File: src/rtl/load_store_unit.sv
// Load/store unit: IDLE -> REQ -> DONE access FSM with byte-lane steering, load extension and a REQ watchdog.
// Optional build macro LSU_MISALIGN_TRAP_EN: misaligned H/W accesses skip memory and raise misaligned.
module load_store_unit (
    input  logic        clk,
    input  logic        reset,
    input  logic        in_valid,
    input  logic        mem_read,
    input  logic        mem_write,
    input  logic [2:0]  funct3,
    input  logic [31:0] addr,
    input  logic [31:0] wdata,
    output logic        stall,
    output logic        result_valid,
    output logic [31:0] rdata_out,
    output logic        misaligned,
    output logic        timeout,
    output logic        dmem_req,
    output logic        dmem_we,
    output logic [31:0] dmem_addr,
    output logic [31:0] dmem_wdata,
    output logic [3:0]  dmem_be,
    input  logic        dmem_ack,
    input  logic [31:0] dmem_rdata,
    output logic [1:0]  state_dbg
);
    // Handshake: dmem_req/we/addr/be/wdata are held while in REQ; a cycle with dmem_ack=1 completes it.
    typedef enum logic [1:0] {S_IDLE = 2'd0, S_REQ = 2'd1, S_DONE = 2'd2} state_t;

    localparam logic [1:0] SZ_B    = 2'd0;
    localparam logic [1:0] SZ_H    = 2'd1;
    localparam logic [1:0] SZ_W    = 2'd2;
    localparam logic [7:0] WD_LAST = 8'd254;

    state_t      state_q, state_d;
    logic [31:0] addr_q, addr_d;
    logic [31:0] wdata_q, wdata_d;
    logic [31:0] rdata_q, rdata_d;
    logic [1:0]  size_q, size_d;
    logic        uns_q, uns_d;
    logic        load_q, load_d;
    logic        to_q, to_d;
    logic [7:0]  wd_q, wd_d;
    logic [1:0]  in_size;
    logic        accept;
    logic        trap;
    logic [1:0]  off;
    logic [31:0] shifted;
    logic [31:0] load_val;
`ifdef LSU_MISALIGN_TRAP_EN
    logic        mis_q, mis_d;
`endif

    // Unsupported encodings 011/110/111 collapse onto word size.
    assign in_size = (funct3[1:0] == 2'b11) ? SZ_W : funct3[1:0];
    assign accept  = (state_q == S_IDLE) & in_valid & (mem_read | mem_write);

`ifdef LSU_MISALIGN_TRAP_EN
    assign trap = ((in_size == SZ_H) & addr[0]) | ((in_size == SZ_W) & (addr[1:0] != 2'b00));
`else
    assign trap = 1'b0;
`endif

    always_comb begin
        off = 2'b00;
        case (size_q)
            SZ_B:    off = addr_q[1:0];
            SZ_H:    off = {addr_q[1], 1'b0};
            default: off = 2'b00;
        endcase
    end

    assign shifted = dmem_rdata >> {off, 3'b000};

    always_comb begin
        load_val = shifted;
        case (size_q)
            SZ_B:    load_val = uns_q ? {24'b0, shifted[7:0]}  : {{24{shifted[7]}}, shifted[7:0]};
            SZ_H:    load_val = uns_q ? {16'b0, shifted[15:0]} : {{16{shifted[15]}}, shifted[15:0]};
            default: load_val = shifted;
        endcase
    end

    always_ff @(posedge clk) begin
        if (reset) state_q <= S_IDLE;
        else       state_q <= state_d;
    end

    always_comb begin
        state_d = state_q;
        case (state_q)
            S_IDLE: if (accept) state_d = trap ? S_DONE : S_REQ;
            S_REQ:  if (dmem_ack || (wd_q == WD_LAST)) state_d = S_DONE;
            S_DONE: state_d = S_IDLE;
            default: state_d = S_IDLE;
        endcase
    end

    always_ff @(posedge clk) begin
        if (reset) begin
            addr_q  <= '0;
            wdata_q <= '0;
            rdata_q <= '0;
            size_q  <= SZ_B;
            uns_q   <= 1'b0;
            load_q  <= 1'b0;
            to_q    <= 1'b0;
            wd_q    <= '0;
        end else begin
            addr_q  <= addr_d;
            wdata_q <= wdata_d;
            rdata_q <= rdata_d;
            size_q  <= size_d;
            uns_q   <= uns_d;
            load_q  <= load_d;
            to_q    <= to_d;
            wd_q    <= wd_d;
        end
    end

`ifdef LSU_MISALIGN_TRAP_EN
    always_ff @(posedge clk) begin
        if (reset) mis_q <= 1'b0;
        else       mis_q <= mis_d;
    end
`endif

    always_comb begin
        addr_d  = addr_q;
        wdata_d = wdata_q;
        rdata_d = rdata_q;
        size_d  = size_q;
        uns_d   = uns_q;
        load_d  = load_q;
        to_d    = to_q;
        wd_d    = wd_q;
`ifdef LSU_MISALIGN_TRAP_EN
        mis_d   = mis_q;
`endif
        case (state_q)
            S_IDLE: begin
                if (accept) begin
                    addr_d  = addr;
                    wdata_d = wdata;
                    size_d  = in_size;
                    uns_d   = funct3[2];
                    load_d  = mem_read;
                    wd_d    = '0;
                    to_d    = 1'b0;
`ifdef LSU_MISALIGN_TRAP_EN
                    mis_d   = trap;
`endif
                    if (trap) rdata_d = '0;
                end
            end
            S_REQ: begin
                if (dmem_ack) begin
                    rdata_d = load_q ? load_val : 32'b0;
                    to_d    = 1'b0;
                end else begin
                    wd_d = wd_q + 8'd1;
                    // The 255th unacknowledged REQ cycle is the last one.
                    if (wd_q == WD_LAST) begin
                        rdata_d = '0;
                        to_d    = 1'b1;
                    end
                end
            end
            default: ;
        endcase
    end

    always_comb begin
        stall        = (state_q != S_IDLE) | accept;
        result_valid = (state_q == S_DONE);
        rdata_out    = rdata_q;
        timeout      = to_q & (state_q == S_DONE);
        state_dbg    = state_q;
        dmem_req     = 1'b0;
        dmem_we      = 1'b0;
        dmem_addr    = '0;
        dmem_wdata   = '0;
        dmem_be      = '0;
        if (state_q == S_REQ) begin
            dmem_req  = 1'b1;
            dmem_we   = ~load_q;
            dmem_addr = {addr_q[31:2], 2'b00};
            case (size_q)
                SZ_B: begin
                    dmem_be    = 4'b0001 << off;
                    dmem_wdata = {4{wdata_q[7:0]}};
                end
                SZ_H: begin
                    dmem_be    = 4'b0011 << off;
                    dmem_wdata = {2{wdata_q[15:0]}};
                end
                default: begin
                    dmem_be    = 4'b1111;
                    dmem_wdata = wdata_q;
                end
            endcase
        end
    end

`ifdef LSU_MISALIGN_TRAP_EN
    assign misaligned = mis_q & (state_q == S_DONE);
`else
    assign misaligned = 1'b0;
`endif

endmodule

File: config.mk
export PLATFORM = sky130hd
export DESIGN_NAME = load_store_unit
export DESIGN_NICKNAME = d
export VERILOG_FILES = /design/src/rtl/load_store_unit.sv
export SDC_FILE = /design/constraint.sdc
export NUM_CORES = 1
export LEC_CHECK = 0
export BUFFER_PORTS_ARGS = -buffer_cell sky130_fd_sc_hd__buf_4
export CAP_MARGIN = 10
export CORE_MARGIN = 5
export CORE_UTILIZATION = 49
export CTS_CLUSTER_SIZE = 12
export DETAILED_ROUTE_END_ITERATION = 8
export GPL_ROUTABILITY_DRIVEN = 0
export PLACE_DENSITY = 0.87
export SETUP_SLACK_MARGIN = 0.4
export SYNTH_ARGS = -nofsm -noshare
export SYNTH_HDL_FRONTEND = slang
export SYNTH_SLANG_ARGS = --single-unit
File: constraint.sdc
create_clock -name clk -period 2.3 [get_ports clk]
set_input_delay 0.345 -clock clk [delete_from_list [all_inputs] [get_ports clk]]
set_output_delay 0.345 -clock clk [all_outputs]
set_load 0.1 [all_outputs]
-- Yosys cells after proc, flatten, opt, wreduce, memory -nomap -nowiden
Cells that the tools add are included.
Widths: inputs -> output; s select.
- add/subtract/negate cells: 1
- equality and inequality tests: 9
- shift-type cells: 3
- muxes and demuxes: 25
- bitwise gates (word level): 6
- reduce and logical (&&, ||, !) cells: 11
- operator list (operator ; number):
    $mux 32 ; 7
    $pmux 32 s2 ; 2
    $shr 32x5->32 ; 1
    $mux 8 ; 2
    $pmux 8 s2 ; 1
    $add 8x1->8 const B ; 1
    $eq 8x8->1 const B ; 1
    $pmux 2 s2 ; 2
    $pmux 4 s2 ; 1
    $mux 2 ; 3
    $ne 2x2->1 const B ; 3
    $reduce_and 2->1 ; 3
    $reduce_and 3->1 ; 2
    $reduce_bool 2->1 ; 3
    $mux 1 ; 5
    $eq 2x1->1 const B ; 2
    $eq 2x2->1 const B ; 2
    $logic_not 2->1 ; 2
    $mux 4 ; 1
    $shl 1x2->4 const A ; 1
    $shl 2x2->4 const A ; 1
    $and 1x1->1 ; 3
    $ne 3x3->1 const B ; 1
    $or 1x1->1 ; 2
    other kinds (3) ; 3
- register bits after elaboration: 111
- bits of input ports: 105
- output and inout bits: 108
- logic and storage cells: 64

-- Logic depth before layout (Yosys ltp)
- depth after elaboration: 7
- gate-level depth with buffers: 7
- gate-level depth less buffers: 6

-- Worst setup path after synthesis
Ideal clock, no wire load.
- kind: reg-to-output
- start: register state_q[0] (netlist: state_dbg[0])
- end: output port dmem_be[1]
- arrival time: 3.533 ns
- required time: 1.955 ns
- setup slack: -1.578 ns
- cell stages (with the launch flop): 4
- path buffers: 1
- cell sequence: dfxtp_1 > nand2b_1 > clkbuf_1 > nor3_1
- longest elaborated chain between the ends: 2
- RTL lines (item ; RTL line ; text):
    start, declared ; 34 ; state_t state_q, state_d;
    start signal, assigned ; 85 ; else state_q <= state_d;
    $eq 2x1->1 ; 183 ; if (state_q == S_REQ) begin
    $mux 4 ; 183 ;
    end, declared ; 21 ; output logic [3:0] dmem_be,
No other way between the ends.

-- Worst setup path in the final report
- start: register size_q[0]
- end: output port dmem_wdata[28]
- longest elaborated chain between the ends: 3
- elaborated cells on any way between the ends: 4
- those cells by class: eq/ne: 1; mux: 2; reduce/logical: 1
- RTL lines (item ; RTL line ; text):
    start, declared ; 38 ; logic [1:0] size_q, size_d;
    start signal, assigned ; 112 ; size_q <= size_d;
    $eq 2x1->1 or $logic_not 2->1 (tied branches) ; 187 ; case (size_q)
    $pmux 32 s2 * ; 187 ;
    $mux 32 * ; 183 ;
    end, declared ; 20 ; output logic [31:0] dmem_wdata,
Every way passes the cells marked *; elsewhere a longest branch is shown, timed or not.

==> results.md <==
* Status: complete, no violations
* CTS tree: built
* Worst-path clk slew at 110 ps
* Max-slew violations at 0
* HPWL after DPL at about 13 mm
* Pin count of the biggest net entering global routing at 43
* Crit start category: flip-flop
* Non-Filler Instances at 1001
* Largest fanout on the critical path at 7
* Initial DRC count at 636
* Reg2reg start: state_dbg[1]
* Nets at 969
* Num CTS Buffers at 9
* Post-Syn Area at between 5000 and 6000 um^2
* Worst-margin pin slew at 630 ps
* Rel. slew slack at 0.578
* Synthesized netlist cell count at 650
* Total die area at roughly 13000 um^2
* Main synth FF type: dfxtp_1
* Vias per cell at 5.95
* Fmax at 0.477 GHz
* Max cap viols at 0
* Post-Route WL at 22.2 mm
* Drt drc at 0
* Worst Setup End Kind: primary output
* Core Area at 10400 um^2
* Synth Area in Simple Gates at 0.258
* Yosys reg bits at about 110
* Clock sinks at 111
* Placed instance area at 7310 um^2
* Worst ir drop on vdd at 0.377 mV
* Xor/xnor share of the synthesized area at 0.00333
* Width of the die at between 100 and 150 um
* Worst Hold End: wdata_q[26]
* R2R Setup Slk at 420 ps
* H-tree depth reported by CTS at 3
* Hold Path Class: primary input to flip-flop
* Reg2reg path depth at 6
* Top-Level Pins at 213
* R2r endpoint: rdata_out[7]
* First-pass GRT wire length at 33.4 mm
* Adder-Cell Fraction of Synth Area at 0.00475
* Finished Cell Area at 8860 um^2
* Hold path start: wdata[26]
* Period Utilization, post-route at 0.912
* Skew final at roughly 7.4 ps
* EDFF count, synth at 0
* Chip height at about 110 um
* Initial antenna violation count at 0
* Worst hold path cell count at 3
* DRT Pass-1 Iters at 5
* Skew-Pair Late Insertion Delay at about 370 ps
* P&R area growth vs syn at 68.3%
* Compound-gate portion of the synthesized area at 0.193
* IO Port Bufs at between 200 and 250
* PwrDens at 515 nW/um^2
* Initial core utilization at 0.505
* Worst path slowest cell: dfxtp_4
* Pre-CTS WS at 348 ps
* Setup CP Type: flip-flop to primary output
* GR Overflow Total at 0
* Synth cell types at 53
* DR vias at 5953
* Final Hold Violating Endpoints at 0
* CTS Hold Bufs at 0
* Min Tclk post-route at about 2100 ps
* Max stage delay on crit path at ~430 ps
* CP arrival at roughly 1800 ps
* FFs w/ async S/R, synth at 0
* # diodes at 0
* Slack of the critical path at 203 ps
* Multiplexer share of the synthesized area at 0.0694
* Final-layout fill cell count at ~500
* Lkg Pwr at 0.00360 uW
* Crit path cell chain: buf_8 > mux2i_1 > nor2_1 > a21oi_2 > nor2_4 > buf_12
* Critical path required time at 1960 ps
* Standard-cell rows at 37
* Vias in the first global route at ~6.2k
* Share of layout cells above drive strength 1 at 0.460
* DP Cell Count at 965
* Ys Warns at 0
* Avg Cell Area, Syn at 8.10 um^2
* Setup violations, final at 0
* Avg WL per Cell at 22.2 um
* Total track usage at 0.328
* RSZ-0062 raised after global routing: true
* Largest family of logic cells by synthesized area: simple AND/OR/NAND/NOR gates
* Post-synthesis sequential area ratio at 0.422
* Fin Setup TNS at 0 ps
* Clock root cell: clkbuf_8
* Max Root-Sink Buffers at 2
* Post-DRT Antenna Nets at 0
## area by class of cell
| type | instances | area (um^2) | area share |
|---|---|---|---|
| well taps | 136 | 170 | 0.0192 |
| clock buffers | 10 | 138 | 0.0155 |
| inverters | 6 | 26.3 | 0.00296 |
| multi-input cells | 485 | 3370 | 0.380 |
| flip-flops and latches | 111 | 2240 | 0.252 |
| repair buffers | 249 | 2880 | 0.325 |
| clock inverters | 4 | 47.5 | 0.00536 |
## sequential cells by signal (all words and copies together) (netlist names)
register and flops:
state_dbg 2, load_q 1, rdata_out 32, wd_q 8, addr_q 32, size_q 2, to_q 1, wdata_q 32
uns_q 1
## layer usage
layer,share of wire,track usage,wire (um)
met1,0.34,0.356,7550
met2,0.49,0.577,10900
met3,0.10,0.0849,2270
met4,0.066,0.192,1460
met5,0,0,0
## worst max-delay path by stage
stage	from	endpoint	slack (ps)
4_1_cts	state_dbg[1]	dmem_be[2]	300
3_3_place_gp	state_dbg[1]	rdata_out[9]	370
6_report	size_q[0]	dmem_wdata[28]	200
2_1_floorplan	state_dbg[0]	dmem_be[1]	300
5_1_grt	size_q[0]	dmem_wdata[28]	190
3_5_place_dp	size_q[0]	dmem_wdata[28]	350
## power by group
| part | switching, uW | total, uW | internal, uW |
|---|---|---|---|
| combinational | 781 | 1290 | 508 |
| sequential | 88.7 | 2090 | 2000 |
| clock | 665 | 1180 | 519 |
## cells in the final DEF, fill, tap and decap left out, types with 6 or more instances in the layout
cell	n
nor2_1	12
a211o_1	8
dfxtp_1	107
and2_4	39
o2bb2ai_2	10
o2bb2ai_1	6
buf_4	162
buf_6	13
mux4_2	7
mux2i_1	7
a21oi_4	10
a22o_1	7
clkbuf_8	10
a21oi_2	7
a21oi_1	80
buf_12	66
nor2_4	20
nand2_1	170
nor2b_1	19
## cells in the mapped netlist (3+ instances only)
| cell type | number | share of area |
|---|---|---|
| nand2b_1 | 3 | 0.0036 |
| nand3b_1 | 3 | 0.0043 |
| nand2_1 | 173 | 0.12 |
| o21ai_0 | 6 | 0.0057 |
| buf_4 | 3 | 0.0043 |
| nand3_1 | 3 | 0.0029 |
| nor2_1 | 36 | 0.026 |
| a211o_1 | 8 | 0.013 |
| or3_1 | 3 | 0.0036 |
| o2bb2ai_1 | 6 | 0.010 |
| a21oi_1 | 97 | 0.092 |
| nor3_1 | 4 | 0.0038 |
| inv_1 | 6 | 0.0043 |
| or2_2 | 3 | 0.0036 |
| buf_1 | 3 | 0.0021 |
| and2_1 | 40 | 0.048 |
| o2bb2ai_2 | 10 | 0.029 |
| mux4_2 | 7 | 0.030 |
| dfxtp_1 | 111 | 0.42 |
| a22o_1 | 7 | 0.012 |
| nand4_1 | 3 | 0.0036 |
| nor2b_1 | 21 | 0.025 |
| clkbuf_1 | 41 | 0.029 |
| mux2i_1 | 17 | 0.032 |
## metrics by stage
stage | power (uW) | utilization | hold slack, ps
after floorplan | 2820 | - | 432
after detailed placement | 3140 | 0.702 | 446
after global placement | 3110 | 0.702 | 439
after CTS | 4460 | 0.833 | 201
final | 4560 | 0.851 | 210
after global routing | 4690 | 0.851 | 213
## critical path: cells and delay by family, from the launching register on
family,cells,cell delay [ps]
buf+inv,2,320
flops,1,430
compound gates,1,240
simple gates,2,170
mux,1,200
## logic make-up after synthesis
group	after synthesis
buffers and inverters	57
multiplexers	27
AO/OA/AOI/OAI	151
flip-flops	111
XOR/XNOR	2
adder cells (fa/ha/maj)	2
AND/OR/NAND/NOR	299
other	1
## timing repair
item                                    in CTS  in global routing
gates resized for setup                    228                 40
pin swaps                                   24                 12
buffers inserted                            15                  2
endpoints found under the setup margin      82                 95
gates cloned                                 5                  0
No activity file was read; power rests on OpenSTA's default activity.
